File: src/rtl/btn_irq_ctrl_pkg.sv
// Shared definitions for the button interrupt controller: default port
// addresses, default debounce settings and the IRQ state encoding.
package btn_irq_ctrl_pkg;

    localparam logic [7:0] PORT_STATUS_DEFAULT     = 8'h02;
    localparam logic [7:0] PORT_MASK_DEFAULT       = 8'h03;
    localparam int         DEBOUNCE_CYCLES_DEFAULT = 320000;
    localparam int         CNT_W_DEFAULT           = 19;

    // Interrupt handshake states, encoded as seen on dbg_state.
    typedef enum logic [1:0] {
        IRQ_IDLE    = 2'd0,
        IRQ_REQ     = 2'd1,
        IRQ_SERVICE = 2'd2
    } irq_state_t;

endpackage

File: src/rtl/btn_irq_ctrl_debounce_filter.sv
// One-bit button conditioner: 2-FF synchroniser followed by a stability
// counter. "stable" only follows the synced input after it has disagreed
// with stable for DEBOUNCE_CYCLES consecutive cycles. "rise" is high in the
// cycle whose clock edge will take stable from 0 to 1, so a downstream
// register can capture the event on the same edge that stable rises.
module debounce_filter
    import btn_irq_ctrl_pkg::*;
#(
    parameter int DEBOUNCE_CYCLES = DEBOUNCE_CYCLES_DEFAULT,
    parameter int CNT_W           = CNT_W_DEFAULT
) (
    input  logic clk,
    input  logic rst_n,
    input  logic btn_raw,
    output logic stable,
    output logic rise
);

    localparam logic [CNT_W-1:0] CNT_LAST = CNT_W'(DEBOUNCE_CYCLES - 1);

    logic             sync_q1;
    logic             sync_q2;
    logic [CNT_W-1:0] cnt;
    logic             accept;

    assign accept = (sync_q2 != stable) && (cnt == CNT_LAST);
    assign rise   = accept & sync_q2;

    // Two-flop synchroniser for the asynchronous pin.
    always_ff @(posedge clk) begin
        if (!rst_n) begin
            sync_q1 <= 1'b0;
            sync_q2 <= 1'b0;
        end else begin
            sync_q1 <= btn_raw;
            sync_q2 <= sync_q1;
        end
    end

    // Count consecutive disagreeing cycles; accept the new level on the last one.
    always_ff @(posedge clk) begin
        if (!rst_n) begin
            cnt    <= '0;
            stable <= 1'b0;
        end else if (sync_q2 != stable) begin
            if (accept) begin
                stable <= sync_q2;
                cnt    <= '0;
            end else begin
                cnt <= cnt + CNT_W'(1);
            end
        end else begin
            cnt <= '0;
        end
    end

endmodule

File: src/rtl/btn_irq_ctrl.sv
// Button interrupt controller for the PacoBlaze3 core: debounces the raw
// button pins, latches rising-edge events as pending bits, raises an
// interrupt for unmasked pending events and exposes status/mask registers
// on the core's I/O port bus.
//
// Handshake: interrupt is a level request held until the core pulses
// interrupt_ack (only honoured while requesting). After the ack no new
// request is raised until software has cleared every unmasked pending bit.
module btn_irq_ctrl
    import btn_irq_ctrl_pkg::*;
#(
    parameter int         N_BTN           = 2,
    parameter int         DEBOUNCE_CYCLES = DEBOUNCE_CYCLES_DEFAULT,
    parameter int         CNT_W           = CNT_W_DEFAULT,
    parameter logic [7:0] PORT_STATUS     = PORT_STATUS_DEFAULT,
    parameter logic [7:0] PORT_MASK       = PORT_MASK_DEFAULT
) (
    input  logic             clk,
    input  logic             rst_n,
    input  logic [N_BTN-1:0] btn_raw,
    input  logic [7:0]       port_id,
    input  logic             read_strobe,
    input  logic             write_strobe,
    input  logic [7:0]       out_port,
    output logic [7:0]       in_data,
    output logic             in_sel,
    output logic             interrupt,
    input  logic             interrupt_ack,
    output logic [N_BTN-1:0] btn_level,
    output logic [1:0]       dbg_state
);

    logic [N_BTN-1:0] stable;
    logic [N_BTN-1:0] rise;
    logic [N_BTN-1:0] pending;
    logic [N_BTN-1:0] mask;
    logic             status_wr;
    logic             mask_wr;
    logic             irq_active;
    irq_state_t       state;
    irq_state_t       state_next;
    logic             unused_inputs;

    for (genvar i = 0; i < N_BTN; i++) begin : g_btn
        debounce_filter #(
            .DEBOUNCE_CYCLES(DEBOUNCE_CYCLES),
            .CNT_W          (CNT_W)
        ) u_debounce (
            .clk    (clk),
            .rst_n  (rst_n),
            .btn_raw(btn_raw[i]),
            .stable (stable[i]),
            .rise   (rise[i])
        );
    end

    assign btn_level  = stable;
    assign status_wr  = write_strobe && (port_id == PORT_STATUS);
    assign mask_wr    = write_strobe && (port_id == PORT_MASK);
    assign irq_active = |(pending & mask);
    assign in_sel     = (port_id == PORT_STATUS) || (port_id == PORT_MASK);
    assign dbg_state  = state;

    // Reads are side-effect free; upper write-data bits have no register.
    assign unused_inputs = ^{read_strobe, out_port[7:N_BTN]};

    // Event latch and mask register; a new event wins over a same-cycle clear.
    always_ff @(posedge clk) begin
        if (!rst_n) begin
            pending <= '0;
            mask    <= '1;
        end else begin
            if (status_wr) begin
                pending <= (pending & ~out_port[N_BTN-1:0]) | rise;
            end else begin
                pending <= pending | rise;
            end
            if (mask_wr) begin
                mask <= out_port[N_BTN-1:0];
            end
        end
    end

    // IRQ state register; interrupt is registered from the next state.
    always_ff @(posedge clk) begin
        if (!rst_n) begin
            state     <= IRQ_IDLE;
            interrupt <= 1'b0;
        end else begin
            state     <= state_next;
            interrupt <= (state_next == IRQ_REQ);
        end
    end

    // IRQ next-state logic.
    always_comb begin
        state_next = state;
        case (state)
            IRQ_IDLE: begin
                if (irq_active) state_next = IRQ_REQ;
            end
            IRQ_REQ: begin
                if (!irq_active)        state_next = IRQ_IDLE;
                else if (interrupt_ack) state_next = IRQ_SERVICE;
            end
            IRQ_SERVICE: begin
                if (!irq_active) state_next = IRQ_IDLE;
            end
            default: state_next = IRQ_IDLE;
        endcase
    end

    // Read mux: status = {pending, level}, mask = {0, mask}, nibble aligned.
    always_comb begin
        logic [3:0] pend4;
        logic [3:0] lvl4;
        logic [3:0] mask4;
        pend4               = '0;
        lvl4                = '0;
        mask4               = '0;
        pend4[N_BTN-1:0]    = pending;
        lvl4[N_BTN-1:0]     = stable;
        mask4[N_BTN-1:0]    = mask;
        in_data             = 8'h00;
        if (port_id == PORT_STATUS) begin
            in_data = {pend4, lvl4};
        end else if (port_id == PORT_MASK) begin
            in_data = {4'h0, mask4};
        end
    end

endmodule

File: config.mk
export PLATFORM = sky130hd
export DESIGN_NAME = btn_irq_ctrl
export DESIGN_NICKNAME = d
export VERILOG_FILES = /design/src/rtl/btn_irq_ctrl_pkg.sv /design/src/rtl/btn_irq_ctrl_debounce_filter.sv /design/src/rtl/btn_irq_ctrl.sv
export SDC_FILE = /design/constraint.sdc
export NUM_CORES = 1
export LEC_CHECK = 0
export CORE_ASPECT_RATIO = 0.7
export CORE_MARGIN = 2
export CORE_UTILIZATION = 53
export DETAILED_ROUTE_END_ITERATION = 6
export HOLD_SLACK_MARGIN = 0.1
export PLACE_DENSITY = 0.86
export RECOVER_POWER = 50
export SLEW_MARGIN = 20
export SYNTH_ARGS = -nofsm -noshare
export SYNTH_HDL_FRONTEND = slang
export SYNTH_SLANG_ARGS = --single-unit
File: constraint.sdc
create_clock -name clk -period 2.23 [get_ports clk]
set_input_delay 0.3345 -clock clk [delete_from_list [all_inputs] [get_ports clk]]
set_output_delay 0.3345 -clock clk [all_outputs]
set_load 0.005 [all_outputs]
==> results of run 1 <==
## final cells by class
cell class              count  area, um2
multi-input cells         199       1290
fillers                   349       1570
well taps                  55       68.8
clock buffers               6       72.6
repair buffers             34        287
clock inverters             2       12.5
flip-flops and latches     51       1020
inverters                  10       37.5
## critical path, cell delays in order
cell and delay [ns]:
clkdlybuf4s15_1 0.17, or4_4 0.48, or3_4 0.44, buf_6 0.13
nor3b_2 0.14, buf_2 0.13
## worst paths after layout
| check | from | to | slack [ns] | depth (start not counted) |
|---|---|---|---|---|
| min | g_btn[0].u_debounce.sync_q1 | g_btn[0].u_debounce.sync_q2 | 0.45 | 1 |
| max | port_id[7] | in_data[5] | 0.07 | 6 |
| max reg2reg | g_btn[0].u_debounce.cnt[12] | g_btn[0].u_debounce.cnt[10] | 0.25 | 5 |
| min reg2reg | g_btn[0].u_debounce.sync_q1 | g_btn[0].u_debounce.sync_q2 | 0.45 | 1 |
## cell families (layout without fill, tap and decap cells)
kind of cell | Yosys count | after routing | share of synthesized area [%]
adders and majority gates | 2 | 2 | 1.04
and+or+nand+nor | 136 | 136 | 30.5
AOI/OAI and AO/OA | 20 | 20 | 6.72
buffers and inverters | 25 | 52 | 5.21
other | 1 | 4 | 0.156
muxes | 6 | 6 | 2.55
DFF | 51 | 51 | 42.5
xor gates and xnor gates | 31 | 31 | 11.3
## cell usage in the layout, fill, tap and decap left out, types with 4 or more instances in the layout
cell	count
dlygate4sd3_1	7
xnor2_1	25
a21oi_1	4
mux2i_1	5
clkdlybuf4s50_1	9
xor2_1	6
nand3_1	10
nor2_1	41
conb_1	4
nand4_1	10
clkbuf_8	5
and2_1	6
dfxtp_1	51
nand2_1	20
inv_1	10
nor4_1	13
nor3_1	11
## layer usage
metal / vias up / GRT usage, % / wire length [um]
met2: 59 / 30.6 / 1990
met5: - / 0 / 0
met1: 935 / 25.7 / 2320
met3: 11 / 4.35 / 260
met4: 0 / 5.90 / 81
li1: 995 / - / -
## synth_stat cells, types with 3 or more instances
library cell	n
a21oi_1	4
a31oi_1	3
a41o_1	3
and2_1	7
buf_4	8
clkbuf_1	6
dfxtp_1	51
inv_1	10
mux2i_1	5
nand2_1	20
nand3_1	10
nand4_1	10
nor2_1	41
nor3_1	11
nor3b_1	5
nor4_1	13
o21ai_0	3
or4b_2	3
xnor2_1	25
xor2_1	6
## registers in the layout, summed over array words and instances (netlist names)
name and cells:
g_btn.u_debounce.cnt 38, dbg_state 2, g_btn.u_debounce.stable 2, g_btn.u_debounce.sync_q1 2
g_btn.u_debounce.sync_q2 2, mask 2, pending 2, interrupt 1
## repair_timing
| action | 4_1_cts | 5_1_grt |
|---|---|---|
| endpoints found under the setup margin | 5 | 4 |
| resized for setup | 24 | 5 |
| setup buffers | 3 | 1 |
| pin swaps | 3 | 4 |
## metrics by stage
stage | hold WS, ns | setup TNS [ns] | setup slack (ns) | utilization (%)
after floorplan | 0.412 | 0 | 0.326 | -
after global placement | 0.414 | -2.58 | -0.550 | 61.6
after global routing | 0.465 | 0 | 0.0144 | 64.0
final | 0.449 | 0 | 0.0650 | 64.0
after detailed placement | 0.427 | -2.79 | -0.597 | 61.6
after CTS | 0.450 | 0 | 0.0187 | 64.1
## power breakdown
group / switching [mW] / total, mW / leakage [nW] / internal, mW
Combinational: 0.0241 / 0.0543 / 0.461 / 0.0302
Sequential: 0.00257 / 0.917 / 0.412 / 0.914
Clock: 0.291 / 0.510 / 0.0412 / 0.220
==> load_flow_metrics.sql, run 1 <==
INSERT INTO impl_metrics (metric_group, metric, value, unit) VALUES
('placed_design', 'io_buf_count', '25', ''),
('clocking', 'clock_sink_count', '51', ''),
('synth', 'async_reset_ff_share', '0', '%'),
('routing', 'drt_first_pass_iters', '4', ''),
('worst_setup_path', 'setup_cp_type', 'primary input to output port', ''),
('synth', 'post_synth_instance_area', '2400', 'um2'),
('layout', 'post_layout_nonfiller_instances', '357', ''),
('timing', 'timing.final.crit_period', '2.16', 'ns'),
('worst_setup_path', 'timing.critical_path.from_type', 'primary input', ''),
('synth', 'synth_area_leaders', 'dfxtp_1 43%, xnor2_1 9.1%, nor2_1 6.4%', ''),
('floorplan', 'initial_utilization', '55.2', '%'),
('timing', 'fmaxAchievable', '462', 'MHz'),
('clocking', 'clk_pin_slew', '0.09', 'ns'),
('power_and_ir_drop', 'totalPowerFinal', '1.48', 'mW'),
('placed_design', 'dp.cells', '345', ''),
('floorplan', 'dieArea', '5100', 'um2'),
('worst_setup_path', 'crit_required', '1.90', 'ns'),
('outcome', 'run_status', 'completed', ''),
('power_and_ir_drop', 'vdd_drop_max', '0.367', 'mV'),
('global_routing', 'grt_pass1_wl', '7720', 'um'),
('clocking', 'clock_path_buffers', '2', ''),
('floorplan', 'fp.dieW', '84.5', 'um'),
('worst_setup_path', 'worstPathMaxFanout', '5', ''),
('worst_setup_path', 'worstSetupEndpointType', 'output port', ''),
('routing', 'routed_wl', '4650', 'um'),
('timing', 'clock_skew', '0.00962', 'ns'),
('floorplan', 'die_height', '60.3', 'um'),
('routing', 'detail_route.vias_per_cell', '5.60', ''),
('power_and_ir_drop', 'cellPowerDensity', '532', 'nW/um2'),
('worst_setup_path', 'arrival', '1.83', 'ns'),
('floorplan', 'core_region_area', '4350', 'um2'),
('placed_design', 'gpl.final_weighted_congestion', '0.827', ''),
('synth', 'synth_area_leader_cell', 'dfxtp_1', ''),
('clocking', 'cts_tree', 'built', ''),
('routing', 'avgRoutedWirePerCell', '13.0', 'um'),
('timing', 'transition_at_the_pin_with_the_smallest_max_transition_slack', '0.586', 'ns'),
('timing', 'timing_max_transition_violations_final', '0', ''),
('synth', 'synth-edff-count', '0', ''),
('flow_run', 'cap_viol_max_count', '0', ''),
('global_routing', 'vias_in_the_first_global_route', '1766', ''),
('clocking', 'cts_buffers', '5', ''),
('floorplan', 'placementRows', '20', ''),
('timing', 'hold_violations', '0', ''),
('routing', 'route.vias.total', '2000', ''),
('power_and_ir_drop', 'leakage', '0.914', 'nW'),
('synth', 'top_area_cell_type_share_of_the_netlist_area', '42.5', '%'),
('global_routing', 'grt_start_max_net_pins', '20', ''),
('routing', 'route.antenna.remaining_nets', '0', ''),
('floorplan', 'io_pins', '37', ''),
('clocking', 'hold_bufs_inserted_after_cts', '0', ''),
('min_path', 'holdCritPathClass', 'flop to flop', ''),
('layout', 'flow.area_growth_from_synthesis', '15.9', '%'),
('placed_design', 'placement.cell_area', '2680', 'um2'),
('placed_design', 'post_dp_hpwl', '3390', 'um'),
('timing', 'setup_viol', '0', ''),
('layout', 'layout.nets', '326', ''),
('timing', 'final.period_utilization', '97.1', '%'),
('layout', 'n_antenna_cell', '0', ''),
('routing', 'drt_drc_violations_left', '0', ''),
('synth', 'post_synth.cell_area_avg', '8.83', 'um2'),
('timing', 'grt_setup_unrepaired', 'false', ''),
('clocking', 'h_tree_level_count', '2', ''),
('synth', 'ys_dominant_reg_cell', 'dfxtp_1', ''),
('routing', 'detail_route.iter0.violations', '136', ''),
('synth', 'synth_seq_cells', '51', ''),
('global_routing', 'antenna_violations_before_repair', '0', ''),
('synth', 'synth_sequential_area_ratio', '42.5', '%'),
('clocking', 'clk-insertion-delay-late', '0.30', 'ns'),
('synth', 'yosysUniqueCellTypes', '41', ''),
('clocking', 'clock_tree_root', 'clkbuf_8', ''),
('timing', 'timing.slew.headroom', '60.6', '%'),
('global_routing', 'grt_use_total', '18.8', '%'),
('synth', 'syn-instance-count', '272', ''),
('synth', 'yosysWarnings', '0', ''),
('layout', 'drive_above_1_share', '12.3', '%'),
('layout', 'post_route_cell_area', '2790', 'um2'),
('global_routing', 'grt.overflow.total', '0', '');
Note: power is estimated with default switching activity, not from simulation.
==> inputs of run 2 (changes only) <==
--- a/config.mk
+++ b/config.mk
@@ -8,7 +8,9 @@
 export CORE_ASPECT_RATIO = 0.7
 export CORE_MARGIN = 2
 export CORE_UTILIZATION = 53
+export CTS_CLUSTER_SIZE = 14
 export DETAILED_ROUTE_END_ITERATION = 6
+export GPL_TIMING_DRIVEN = 1
 export HOLD_SLACK_MARGIN = 0.1
 export PLACE_DENSITY = 0.86
 export RECOVER_POWER = 50
==> results of run 2 <==
No change in the layout: final DEF, timing and power equal those of run 1.
==> inputs of run 3 (changes only) <==
--- a/config.mk
+++ b/config.mk
@@ -6,7 +6,6 @@
 export NUM_CORES = 1
 export LEC_CHECK = 0
 export CORE_ASPECT_RATIO = 0.7
-export CORE_MARGIN = 2
 export CORE_UTILIZATION = 53
 export CTS_CLUSTER_SIZE = 14
 export DETAILED_ROUTE_END_ITERATION = 6
==> load_flow_metrics.sql, run 3 (same netlist as run 1, synthesis figures left out) <==
INSERT INTO impl_metrics (metric_group, metric, value, unit) VALUES
('routing', 'wl_met1', '2250', 'um'),
('timing', 'fmaxAchievable', '463', 'MHz'),
('worst_setup_path', 'arrival', '1.82', 'ns'),
('layout', 'flow.area_growth_from_synthesis', '15.5', '%'),
('global_routing', 'grt.overflow.total', '0', ''),
('floorplan', 'initial_utilization', '55.2', '%'),
('layout', 'drive_above_1_share', '11.0', '%'),
('routing', 'top_signal_layer_used', 'met4', ''),
('layout', 'layout.cells.most_common', 'dfxtp_1', ''),
('power_and_ir_drop', 'cellPowerDensity', '555', 'nW/um2'),
('clocking', 'clk-insertion-delay-late', '0.30', 'ns'),
('power_and_ir_drop', 'pwr-share-seq', '59.6', '%'),
('layout', 'most-common-layout-cells', '51 x dfxtp_1, 41 x nor2_1, 25 x xnor2_1', ''),
('timing', 'hold_violations', '0', ''),
('routing', 'wl_met2', '2040', 'um'),
('global_routing', 'grt_use_total', '22.3', '%'),
('routing', 'detail_route.vias_per_cell', '5.41', ''),
('routing', 'routed_wl', '4530', 'um'),
('worst_setup_path', 'timing.critical_path.from_type', 'primary input', ''),
('timing', 'timing.final.crit_period', '2.16', 'ns'),
('power_and_ir_drop', 'total_switching_power', '0.312', 'mW'),
('flow_run', 'cap_viol_max_count', '0', ''),
('clocking', 'clock_tree_root', 'clkbuf_8', ''),
('global_routing', 'antenna_violations_before_repair', '0', ''),
('timing', 'timing.slew.headroom', '60.8', '%'),
('worst_setup_path', 'crit_required', '1.90', 'ns'),
('worst_setup_path', 'worstSetupEndpointType', 'output port', ''),
('floorplan', 'dieArea', '4810', 'um2'),
('timing', 'timing_max_transition_violations_final', '0', ''),
('power_and_ir_drop', 'intPower', '1.23', 'mW'),
('timing', 'clock_skew', '0.00306', 'ns'),
('routing', 'drt_drc_violations_left', '0', ''),
('layout', 'layout.nets', '325', ''),
('routing', 'wl_met3', '191', 'um'),
('min_path', 'holdPathStages', '1', ''),
('timing', 'setup_viol', '0', ''),
('routing', 'route.antenna.remaining_nets', '0', ''),
('clocking', 'h_tree_level_count', '2', ''),
('routing', 'route.vias.total', '1926', ''),
('outcome', 'run_status', 'completed', ''),
('timing', 'timing.hold.ws', '0.442', 'ns'),
('power_and_ir_drop', 'vdd_drop_max', '0.300', 'mV'),
('power_and_ir_drop', 'leakage', '0.911', 'nW'),
('clocking', 'clk_pin_slew', '0.08', 'ns'),
('layout', 'top_register', 'g_btn.u_debounce.cnt', ''),
('global_routing', 'vias_in_the_first_global_route', '1817', ''),
('routing', 'avgRoutedWirePerCell', '12.7', 'um'),
('routing', 'detail_route.iter0.violations', '168', ''),
('clocking', 'cts_tree', 'built', ''),
('min_path', 'holdCritPathClass', 'flop to flop', ''),
('placed_design', 'io_buf_count', '25', ''),
('clocking', 'clock_sink_count', '51', ''),
('timing', 'transition_at_the_pin_with_the_smallest_max_transition_slack', '0.583', 'ns'),
('worst_setup_path', 'path_cells', 'clkdlybuf4s15_1 > or4_4 > or3_4 > buf_6 > nor3b_2 > buf_2', ''),
('worst_setup_path', 'setup_cp_type', 'primary input to output port', ''),
('floorplan', 'io_pins', '37', ''),
('power_and_ir_drop', 'sw_frac_of_total', '20.3', '%'),
('timing', 'final.period_utilization', '96.8', '%'),
('global_routing', 'grt_start_max_net_pins', '18', ''),
('clocking', 'clock_path_buffers', '2', ''),
('floorplan', 'die_height', '58.3', 'um'),
('layout', 'utilization', '63.7', '%'),
('worst_setup_path', 'worstPathMaxFanout', '4', ''),
('clocking', 'hold_bufs_inserted_after_cts', '0', ''),
('floorplan', 'placementRows', '20', ''),
('global_routing', 'grt_pass1_wl', '8080', 'um'),
('worst_setup_path', 'worst_path_max_delay_cell', 'or4_4', ''),
('layout', 'n_antenna_cell', '0', ''),
('timing', 'grt_setup_unrepaired', 'false', ''),
('layout', 'largest_reg_flops', '38', ''),
('worst_setup_path', 'worst-r2r-cell-count', '5', ''),
('floorplan', 'fp.dieW', '82.5', 'um'),
('placed_design', 'post_dp_hpwl', '3360', 'um'),
('floorplan', 'core_region_area', '4350', 'um2'),
('worst_setup_path', 'largest_stage_delay_on_the_critical_path', '0.51', 'ns'),
('clocking', 'cts_buffers', '5', ''),
('placed_design', 'gpl.final_weighted_congestion', '0.816', ''),
('power_and_ir_drop', 'comb_power_share', '3.3', '%'),
('routing', 'drt_first_pass_iters', '4', ''),
('power_and_ir_drop', 'clockPowerShare', '37.1', '%');
## run 3: path summary, 6_finish.rpt
| check | start | to | slack, ns |
|---|---|---|---|
| worst min-delay path | g_btn[1].u_debounce.sync_q1 | g_btn[1].u_debounce.sync_q2 | 0.44 |
| worst min register to register | g_btn[1].u_debounce.sync_q1 | g_btn[1].u_debounce.sync_q2 | 0.44 |
| worst max-delay path | port_id[4] | in_data[4] | 0.07 |
| worst max register to register | g_btn[0].u_debounce.cnt[0] | g_btn[0].u_debounce.cnt[8] | 0.27 |
## run 3: power by group through the flow
| stage | combinational [mW] | clock [mW] | sequential, mW |
|---|---|---|---|
| 6_report | 0.0515 | 0.570 | 0.917 |
| 5_1_grt | 0.0574 | 0.619 | 0.917 |
| 4_1_cts | 0.0549 | 0.586 | 0.917 |
| 3_5_place_dp | 0.0558 | 0 | 0.938 |
| 3_3_place_gp | 0.0548 | 0 | 0.938 |
| 2_1_floorplan | 0.0274 | 0 | 0.938 |
## run 3: metrics by stage
step / worst slack, ns / TNS, ns / power (mW) / std cells / area [um2]
global route: 0.0138 / 0 / 1.59 / 356 / 2770
floorplan: 0.326 / 0 / 0.965 / 275 / 2410
detailed placement: -0.568 / -2.80 / 0.994 / 347 / 2700
CTS: 0.00698 / 0 / 1.56 / 356 / 2810
global placement: -0.575 / -2.76 / 0.993 / 347 / 2700
finish: 0.0717 / 0 / 1.54 / 356 / 2770
## run 3: final cells by class
type | instances | area [um2]
clock buffers | 8 | 100
repair buffers | 33 | 279
multi-input cells | 199 | 1270
well taps | 55 | 68.8
fillers | 371 | 1580
inverters | 10 | 37.5
flip-flops and latches | 51 | 1020
## run 3: critical path: cells and delay by family
family	cells	cell delay, ns
AND/OR/NAND/NOR	3	1.07
buffers and inverters	3	0.43
## run 3: metal layers
layer  vias to the layer above  GRT usage, %
met2                        40          33.5
met1                       890          31.2
met4                         0          8.77
li1                        990             -
met5                         -             0
met3                         6          4.81
## run 3: timing repair
| item | in CTS | in global routing |
|---|---|---|
| setup endpoints to repair | 5 | 2 |
| pin swaps | 3 | 3 |
| resized for setup | 23 | 4 |
| setup buffers | 1 | 0 |
